$ cat src/rtl/cci_mpf_prim_ram_byteena_init_fwd_pkg.sv
// Shared types and helpers for the self-initialising byte-enable RAM.
// Width-generic operations are carried at MERGE_MAX_BITS and cast at the call site.
package cci_mpf_prim_ram_pkg;

  localparam int unsigned MERGE_MAX_BITS = 512;
  localparam int unsigned MERGE_IDX_W    = $clog2(MERGE_MAX_BITS);

  typedef enum logic [0:0] {
    RAM_STATE_INIT  = 1'b0,
    RAM_STATE_READY = 1'b1
  } t_ram_init_state;

  // Lanes whose byteena bit is set take new_data; all other bits keep old_data.
  function automatic logic [MERGE_MAX_BITS-1:0] byte_merge(
    input logic [MERGE_MAX_BITS-1:0] old_data,
    input logic [MERGE_MAX_BITS-1:0] new_data,
    input logic [MERGE_MAX_BITS-1:0] byteena,
    input int unsigned               n_byte_bits
  );
    logic [MERGE_MAX_BITS-1:0] merged;
    int unsigned lane;
    merged = old_data;
    for (int unsigned b = 0; b < MERGE_MAX_BITS; b++) begin
      lane = b / n_byte_bits;
      if (byteena[MERGE_IDX_W'(lane)]) begin
        merged[MERGE_IDX_W'(b)] = new_data[MERGE_IDX_W'(b)];
      end
    end
    return merged;
  endfunction

endpackage

$ cat src/rtl/cci_mpf_prim_ram_byteena_init_fwd_if.sv
// Write/read/init port bundle for the self-initialising byte-enable RAM.
interface cci_mpf_prim_ram_byteena_init_fwd_if #(
  parameter int unsigned N_ENTRIES   = 32,
  parameter int unsigned N_DATA_BITS = 64,
  parameter int unsigned N_BYTE_BITS = 8
);
  localparam int unsigned ADDR_W  = $clog2(N_ENTRIES);
  localparam int unsigned N_BYTES = N_DATA_BITS / N_BYTE_BITS;

  logic                   init_req;
  logic                   rdy;
  logic                   wen;
  logic [ADDR_W-1:0]      waddr;
  logic [N_BYTES-1:0]     wbyteena;
  logic [N_DATA_BITS-1:0] wdata;
  logic                   ren;
  logic [ADDR_W-1:0]      raddr;
  logic                   rvalid;
  logic [N_DATA_BITS-1:0] rdata;

  modport master (
    output init_req, wen, waddr, wbyteena, wdata, ren, raddr,
    input  rdy, rvalid, rdata
  );

  modport slave (
    input  init_req, wen, waddr, wbyteena, wdata, ren, raddr,
    output rdy, rvalid, rdata
  );

endinterface

$ cat src/rtl/cci_mpf_prim_ram_byteena_init_fwd_core.sv
// Behavioural RAM: one byte-enabled write port, one registered read port.
// A read and write of the same word in one cycle returns the pre-write word.
module cci_mpf_prim_ram_byteena_core
  import cci_mpf_prim_ram_pkg::*;
#(
  parameter int unsigned N_ENTRIES   = 32,
  parameter int unsigned N_DATA_BITS = 64,
  parameter int unsigned N_BYTE_BITS = 8
) (
  input  logic                                     clk,
  input  logic                                     reset_n,
  input  logic                                     wen,
  input  logic [$clog2(N_ENTRIES)-1:0]             waddr,
  input  logic [N_DATA_BITS/N_BYTE_BITS-1:0]       wbyteena,
  input  logic [N_DATA_BITS-1:0]                   wdata,
  input  logic                                     ren,
  input  logic [$clog2(N_ENTRIES)-1:0]             raddr,
  output logic [N_DATA_BITS-1:0]                   rdata
);

  logic [N_DATA_BITS-1:0] mem [N_ENTRIES];

  always_ff @(posedge clk) begin
    if (wen) begin
      mem[waddr] <= N_DATA_BITS'(byte_merge(MERGE_MAX_BITS'(mem[waddr]),
                                            MERGE_MAX_BITS'(wdata),
                                            MERGE_MAX_BITS'(wbyteena),
                                            N_BYTE_BITS));
    end
  end

  // Read register holds its value between reads so idle cycles never show X.
  always_ff @(posedge clk or negedge reset_n) begin
    if (!reset_n) begin
      rdata <= '0;
    end else if (ren) begin
      rdata <= mem[raddr];
    end
  end

endmodule

$ cat src/rtl/cci_mpf_prim_ram_byteena_init_fwd.sv
// Byte-enable simple dual-port RAM that clears itself to INIT_VALUE after reset
// or on init_req, with optional write-to-read forwarding and output pipeline.
module cci_mpf_prim_ram_byteena_init_fwd
  import cci_mpf_prim_ram_pkg::*;
#(
  parameter int unsigned            N_ENTRIES           = 32,
  parameter int unsigned            N_DATA_BITS         = 64,
  parameter int unsigned            N_BYTE_BITS         = 8,
  parameter int unsigned            N_OUTPUT_REG_STAGES = 0,
  parameter logic [N_DATA_BITS-1:0] INIT_VALUE          = N_DATA_BITS'(0),
  parameter int unsigned            BYPASS_EN           = 1
) (
  input logic clk,
  input logic reset_n,
  cci_mpf_prim_ram_byteena_init_fwd_if.slave bus
);

  localparam int unsigned ADDR_W  = $clog2(N_ENTRIES);
  localparam int unsigned N_BYTES = N_DATA_BITS / N_BYTE_BITS;
  localparam logic [ADDR_W:0]   N_ENTRIES_W = (ADDR_W+1)'(N_ENTRIES);
  localparam logic [ADDR_W-1:0] LAST_ADDR   = ADDR_W'(N_ENTRIES - 1);

  t_ram_init_state     state, state_next;
  logic [ADDR_W-1:0]   init_addr, init_addr_next;
  logic                ready;

  logic                waddr_ok_c, raddr_ok_c, wr_accept_c, rd_accept_c;
  logic                core_wen_c;
  logic [ADDR_W-1:0]   core_waddr_c;
  logic [N_BYTES-1:0]  core_wbyteena_c;
  logic [N_DATA_BITS-1:0] core_wdata_c;
  logic [N_DATA_BITS-1:0] core_rdata;

  logic                rd0_valid, rd0_oor, byp_hit;
  logic [N_DATA_BITS-1:0] byp_data;
  logic [N_BYTES-1:0]  byp_be;
  logic [N_DATA_BITS-1:0] rd0_data_c;

  assign ready   = (state == RAM_STATE_READY);
  assign bus.rdy = ready;

  assign waddr_ok_c  = ({1'b0, bus.waddr} < N_ENTRIES_W);
  assign raddr_ok_c  = ({1'b0, bus.raddr} < N_ENTRIES_W);
  assign wr_accept_c = bus.wen && ready && waddr_ok_c;
  assign rd_accept_c = bus.ren && ready;

  always_ff @(posedge clk or negedge reset_n) begin
    if (!reset_n) begin
      state     <= RAM_STATE_INIT;
      init_addr <= '0;
    end else begin
      state     <= state_next;
      init_addr <= init_addr_next;
    end
  end

  // Init sequencing and write-port mux: the clear owns the write port in INIT.
  always_comb begin
    state_next      = state;
    init_addr_next  = init_addr;
    core_wen_c      = wr_accept_c;
    core_waddr_c    = bus.waddr;
    core_wbyteena_c = bus.wbyteena;
    core_wdata_c    = bus.wdata;
    case (state)
      RAM_STATE_INIT: begin
        core_wen_c      = 1'b1;
        core_waddr_c    = init_addr;
        core_wbyteena_c = '1;
        core_wdata_c    = INIT_VALUE;
        if (bus.init_req) begin
          init_addr_next = '0;
        end else if (init_addr == LAST_ADDR) begin
          init_addr_next = '0;
          state_next     = RAM_STATE_READY;
        end else begin
          init_addr_next = init_addr + ADDR_W'(1);
        end
      end
      RAM_STATE_READY: begin
        if (bus.init_req) begin
          state_next     = RAM_STATE_INIT;
          init_addr_next = '0;
        end
      end
      default: state_next = RAM_STATE_INIT;
    endcase
  end

  cci_mpf_prim_ram_byteena_core #(
    .N_ENTRIES   (N_ENTRIES),
    .N_DATA_BITS (N_DATA_BITS),
    .N_BYTE_BITS (N_BYTE_BITS)
  ) u_core (
    .clk      (clk),
    .reset_n  (reset_n),
    .wen      (core_wen_c),
    .waddr    (core_waddr_c),
    .wbyteena (core_wbyteena_c),
    .wdata    (core_wdata_c),
    .ren      (rd_accept_c && raddr_ok_c),
    .raddr    (bus.raddr),
    .rdata    (core_rdata)
  );

  // Side-band for the read register: the coincident write is captured here so it
  // lines up with the old word coming out of the core one cycle later.
  always_ff @(posedge clk or negedge reset_n) begin
    if (!reset_n) begin
      rd0_valid <= 1'b0;
      rd0_oor   <= 1'b0;
      byp_hit   <= 1'b0;
      byp_data  <= '0;
      byp_be    <= '0;
    end else begin
      rd0_valid <= rd_accept_c;
      if (rd_accept_c) begin
        rd0_oor  <= !raddr_ok_c;
        byp_hit  <= (BYPASS_EN != 0) && wr_accept_c && (bus.waddr == bus.raddr);
        byp_data <= bus.wdata;
        byp_be   <= bus.wbyteena;
      end
    end
  end

  always_comb begin
    rd0_data_c = core_rdata;
    if (rd0_oor) begin
      rd0_data_c = INIT_VALUE;
    end else if (byp_hit) begin
      rd0_data_c = N_DATA_BITS'(byte_merge(MERGE_MAX_BITS'(core_rdata),
                                           MERGE_MAX_BITS'(byp_data),
                                           MERGE_MAX_BITS'(byp_be),
                                           N_BYTE_BITS));
    end
  end

  // Output pipeline: data stages load only alongside a valid, so rdata holds.
  if (N_OUTPUT_REG_STAGES == 0) begin : g_direct
    assign bus.rvalid = rd0_valid;
    assign bus.rdata  = rd0_data_c;
  end else begin : g_pipe
    for (genvar k = 0; k < N_OUTPUT_REG_STAGES; k++) begin : g_stage
      logic                   valid_q;
      logic [N_DATA_BITS-1:0] data_q;
      logic                   src_valid;
      logic [N_DATA_BITS-1:0] src_data;

      if (k == 0) begin : g_src
        assign src_valid = rd0_valid;
        assign src_data  = rd0_data_c;
      end else begin : g_src
        assign src_valid = g_stage[k-1].valid_q;
        assign src_data  = g_stage[k-1].data_q;
      end

      always_ff @(posedge clk or negedge reset_n) begin
        if (!reset_n) begin
          valid_q <= 1'b0;
          data_q  <= '0;
        end else begin
          valid_q <= src_valid;
          if (src_valid) begin
            data_q <= src_data;
          end
        end
      end
    end
    assign bus.rvalid = g_stage[N_OUTPUT_REG_STAGES-1].valid_q;
    assign bus.rdata  = g_stage[N_OUTPUT_REG_STAGES-1].data_q;
  end

endmodule

$ cat src/flat_wrapper.sv
// flat-port wrapper written by rule: the top's interface ports become plain ports
module cci_mpf_prim_ram_byteena_init_fwd_flat import cci_mpf_prim_ram_pkg::*;
#(
  parameter int unsigned            N_ENTRIES           = 32,
  parameter int unsigned            N_DATA_BITS         = 64,
  parameter int unsigned            N_BYTE_BITS         = 8,
  parameter int unsigned            N_OUTPUT_REG_STAGES = 0,
  parameter logic [N_DATA_BITS-1:0] INIT_VALUE          = N_DATA_BITS'(0),
  parameter int unsigned            BYPASS_EN           = 1
)
  (clk, reset_n, bus_init_req, bus_wen, bus_waddr, bus_wbyteena, bus_wdata, bus_ren, bus_raddr, bus_rdy, bus_rvalid, bus_rdata);
  cci_mpf_prim_ram_byteena_init_fwd_if #(.N_ENTRIES(N_ENTRIES), .N_DATA_BITS(N_DATA_BITS), .N_BYTE_BITS(N_BYTE_BITS)) bus_i ();
  input logic clk;
  input logic reset_n;
  input wire logic [$bits(bus_i.init_req)-1:0] bus_init_req;
  input wire logic [$bits(bus_i.wen)-1:0] bus_wen;
  input wire logic [$bits(bus_i.waddr)-1:0] bus_waddr;
  input wire logic [$bits(bus_i.wbyteena)-1:0] bus_wbyteena;
  input wire logic [$bits(bus_i.wdata)-1:0] bus_wdata;
  input wire logic [$bits(bus_i.ren)-1:0] bus_ren;
  input wire logic [$bits(bus_i.raddr)-1:0] bus_raddr;
  output wire logic [$bits(bus_i.rdy)-1:0] bus_rdy;
  output wire logic [$bits(bus_i.rvalid)-1:0] bus_rvalid;
  output wire logic [$bits(bus_i.rdata)-1:0] bus_rdata;
  assign bus_i.init_req = bus_init_req;
  assign bus_i.wen = bus_wen;
  assign bus_i.waddr = bus_waddr;
  assign bus_i.wbyteena = bus_wbyteena;
  assign bus_i.wdata = bus_wdata;
  assign bus_i.ren = bus_ren;
  assign bus_i.raddr = bus_raddr;
  assign bus_rdy = bus_i.rdy;
  assign bus_rvalid = bus_i.rvalid;
  assign bus_rdata = bus_i.rdata;
  cci_mpf_prim_ram_byteena_init_fwd #(.N_ENTRIES(N_ENTRIES), .N_DATA_BITS(N_DATA_BITS), .N_BYTE_BITS(N_BYTE_BITS), .N_OUTPUT_REG_STAGES(N_OUTPUT_REG_STAGES), .INIT_VALUE(INIT_VALUE), .BYPASS_EN(BYPASS_EN)) u_core (.clk(clk), .reset_n(reset_n), .bus(bus_i));
endmodule
$ cat config.mk
export PLATFORM = sky130hd
export DESIGN_NAME = cci_mpf_prim_ram_byteena_init_fwd_flat
export DESIGN_NICKNAME = d
export VERILOG_FILES = /design/src/rtl/cci_mpf_prim_ram_byteena_init_fwd_pkg.sv /design/src/rtl/cci_mpf_prim_ram_byteena_init_fwd_if.sv /design/src/rtl/cci_mpf_prim_ram_byteena_init_fwd_core.sv /design/src/rtl/cci_mpf_prim_ram_byteena_init_fwd.sv /design/src/flat_wrapper.sv
export SDC_FILE = /design/constraint.sdc
export NUM_CORES = 2
export LEC_CHECK = 0
export BUFFER_PORTS_ARGS = -buffer_cell sky130_fd_sc_hd__buf_2
export CORE_MARGIN = 4
export CORE_UTILIZATION = 35
export DETAILED_ROUTE_END_ITERATION = 10
export GPL_ROUTABILITY_DRIVEN = 0
export SLEW_MARGIN = 20
export SYNTH_ARGS = -nofsm -noshare
export SYNTH_HDL_FRONTEND = slang
export SYNTH_HIERARCHICAL = 1
export SYNTH_SLANG_ARGS = --single-unit
$ cat constraint.sdc
create_clock -name clk -period 2.75 [get_ports clk]
set_input_delay 0.4125 -clock clk [delete_from_list [all_inputs] [get_ports clk]]
set_output_delay 0.4125 -clock clk [all_outputs]
set_load 0.02 [all_outputs]
==> results.cfg <==
[routing]
drt_iter0_drc = 5756
drc = 0
antenna_left = 0
drtPass1Iterations = 5
wirelength_mm = 242.2
viasPerCell = 5.467
wl_per_cell_um = 30.03
vias = 44090

[pwr]
powerDensity_nw_per_um2 = 694.0
ir_drop_mv = 0.5871
power_leakage_nw = 36.42

[clocking]
path_clk_slew_ns = 0.06
clockBufferDepth = 3
cts_max_level = 4
clk_latency_ns = 0.86
cts_tree = built
clock-sinks = 2192
numCtsBuffers = 216
cts-root-buf = clkbuf_16

[yosys]
synth_compound_area_share_pct = 2.897
synth_nets = 4083
synth_xor_area_share_pct = 0.05144
ys_seq_area_share_pct = 76.48
synth_fa_ha_area_share_pct = 0.02940
synth_top_family_by_area = multiplexers
ys_ff_latch = 2192
synthSimpleGateAreaFrac_pct = 2.693
syn_avg_cell_area_um2 = 21.31
yosysWarnings = 6
ys_types = 41
synthesis.instances = 3994
syn_area_um2 = 85120
synthMuxAreaShare_pct = 16.44

[cells_and_area]
final_cell_mix = 2048 x edfxtp_1, 512 x mux4_2, 408 x buf_4, 250 x nor2_1, 220 x clkbuf_16
area_growth_pct = 19.36
design_area_um2 = 101600
final_common_cell = edfxtp_1
drive_above_1_share_pct = 34.75
final_util_pct = 42.12
final_cells = 8064
nNetsFinal = 4770

[hold_path]
min_from = bus_waddr[1]
hold_class = in2reg

[placement]
placed_cells = 7570
post-dp-hpwl_mm = 156.7
port_buffers = 152
place_area_um2 = 93260

[sta]
slew_violations = 0
post-route-period-util_pct = 99.69
rsz0062_at_grt = true
hold_viol_final = 0
min_period_ns = 2.741
clock-skew-final_ns = 0.04009
max_freq_ghz = 0.3648
worst_pin_slew_ns = 1.050
hold-worst-slack_ns = 0.1095
slew_headroom_pct = 29.87
setup_viol = 0

[global_routing]
grt_pass1_vias = 44860
antenna_found_initial = 11
grt_pass1_wl_mm = 341.7
grt_usage_pct = 19.06
overflow = 0
grt_max_degree = 73

[floorplanning]
io_pins = 153
die_w_um = 501.2
row_count = 180
die_area_um2 = 251200
die_y_um = 501.2
core_um2 = 241200
start_util_pct = 35.29

[run]
cap_violations = 0

[worst_setup_path]
r2r_start = u_core/bus.rdy
cp-start-kind = flip-flop
crit_type = reg2reg
cp_data_required_time_ns = 3.28
cp.arrival_ns = 3.28
critPathLaunch = u_core/bus.rdy
endpoint_kind = flip-flop
timing.critical_path.fanout_max = 8

[status]
status = completed
critical path, stage by stage, from the launching register on:
cell	delay (ns)
dfrtp_4	0.53
mux2_2	0.27
and2_1	0.41
nand2_1	0.20
buf_12	0.19
nor2_1	0.49
buf_4	0.32
final cells by class:
class / count / area [µm²]
Clock inverter: 121 / 1246
Inverter: 2 / 8.758
Timing Repair Buffer: 703 / 6151
Clock buffer: 288 / 5981
Tap cell: 3185 / 3985
Multi-Input combinational cell: 1566 / 19110
Fill cell: 20750 / 139600
Sequential cell: 2192 / 65110
Antenna cell: 7 / 17.52
synth_stat cells, drive strengths merged:
master	n	area share, %
a211oi	28	0.25
o22ai	54	0.40
nand2	98	0.47
nor3	18	0.11
a31o	2	0.021
clkbuf	95	0.43
nand3	3	0.018
nand2b	13	0.096
a31oi	3	0.022
and3b	1	0.010
xnor2	5	0.051
dfrtp	144	4.2
nor2b	25	0.18
nand4	2	0.015
nand3b	1	0.0088
a22oi	150	1.3
ha	2	0.029
nor3b	3	0.026
mux4	512	14
and2	69	0.51
nor2	278	1.2
buf	139	0.97
a221o	48	0.56
mux2	169	2.5
o21ai	5	0.029
a22o	4	0.041
o32ai	4	0.041
edfxtp	2048	72
or2	1	0.0074
and3	2	0.015
a21oi	36	0.21
inv	2	0.0088
mux2i	30	0.35
repair_timing:
action,4_1_cts,5_1_grt
cloned,0,0
pin swaps,1,0
endpoints found under the setup margin,116,142
resized for setup,61,20
endpoints found under the hold margin,121,0
hold buffers,74,0
setup buffers,4,0
layer usage:
metal | global-route usage (%) | wire length [µm] | up-vias
li1 | - | - | 17980
met1 | 25.49 | 95820 | 23730
met2 | 30.66 | 116800 | 1948
met3 | 3.923 | 19240 | 417
met4 | 7.523 | 10320 | 8
met5 | 0 | 53 | -
report_power, final:
group	internal (W)	switching, W	total, W
clock	0.0172	0.0127	0.0299
combinational	0.00174	0.00202	0.00377
sequential	0.0365	0.000315	0.0368
total	0.0555	0.0150	0.0705
cell families (layout without fill, tap and decap cells):
kind of cell | Yosys count | count (layout)
AO/OA/AOI/OAI | 334 | 334
XOR/XNOR | 5 | 5
adder cells (fa/ha/maj) | 2 | 2
buffers and inverters | 236 | 1114
flip-flops | 2192 | 2192
multiplexers | 711 | 711
other | 0 | 7
AND/OR/NAND/NOR | 514 | 514
per-stage QoR:
stage | setup TNS [ns] | setup slack [ns] | power [W]
5_1_grt | -0.004586 | -0.004344 | 0.07272
3_3_place_gp | -3.989 | -0.1248 | 0.04116
3_5_place_dp | -2.845 | -0.08799 | 0.04119
6_report | 0 | 0.008572 | 0.07051
2_1_floorplan | 0 | 0.2038 | 0.03954
4_1_cts | -0.04147 | -0.01169 | 0.07104
state kept, by name (all words and copies together) (netlist names):
| name | cells |
|---|---|
| u_core/bus.rdy | 1 |
| u_core/bus.rvalid | 1 |
| u_core/byp_be | 8 |
| u_core/byp_data | 64 |
| u_core/byp_hit | 1 |
| u_core/init_addr | 5 |
| u_core/u_core/mem | 2048 |
| u_core/u_core/rdata | 64 |
worst paths after layout:
kind	end	slack (ns)	cells after the start
setup / recovery	u_core/u_core/mem[23][58]	0.009	6
hold / removal	u_core/byp_hit	0.11	4
setup reg to reg	u_core/u_core/mem[23][58]	0.009	6
hold reg to reg	u_core/byp_data[13]	0.51	1
max in group asynchronous	u_core/byp_data[57]	1.62	3
min in group asynchronous	u_core/byp_data[46]	0.16	2
(Power assumes the default switching activity.)
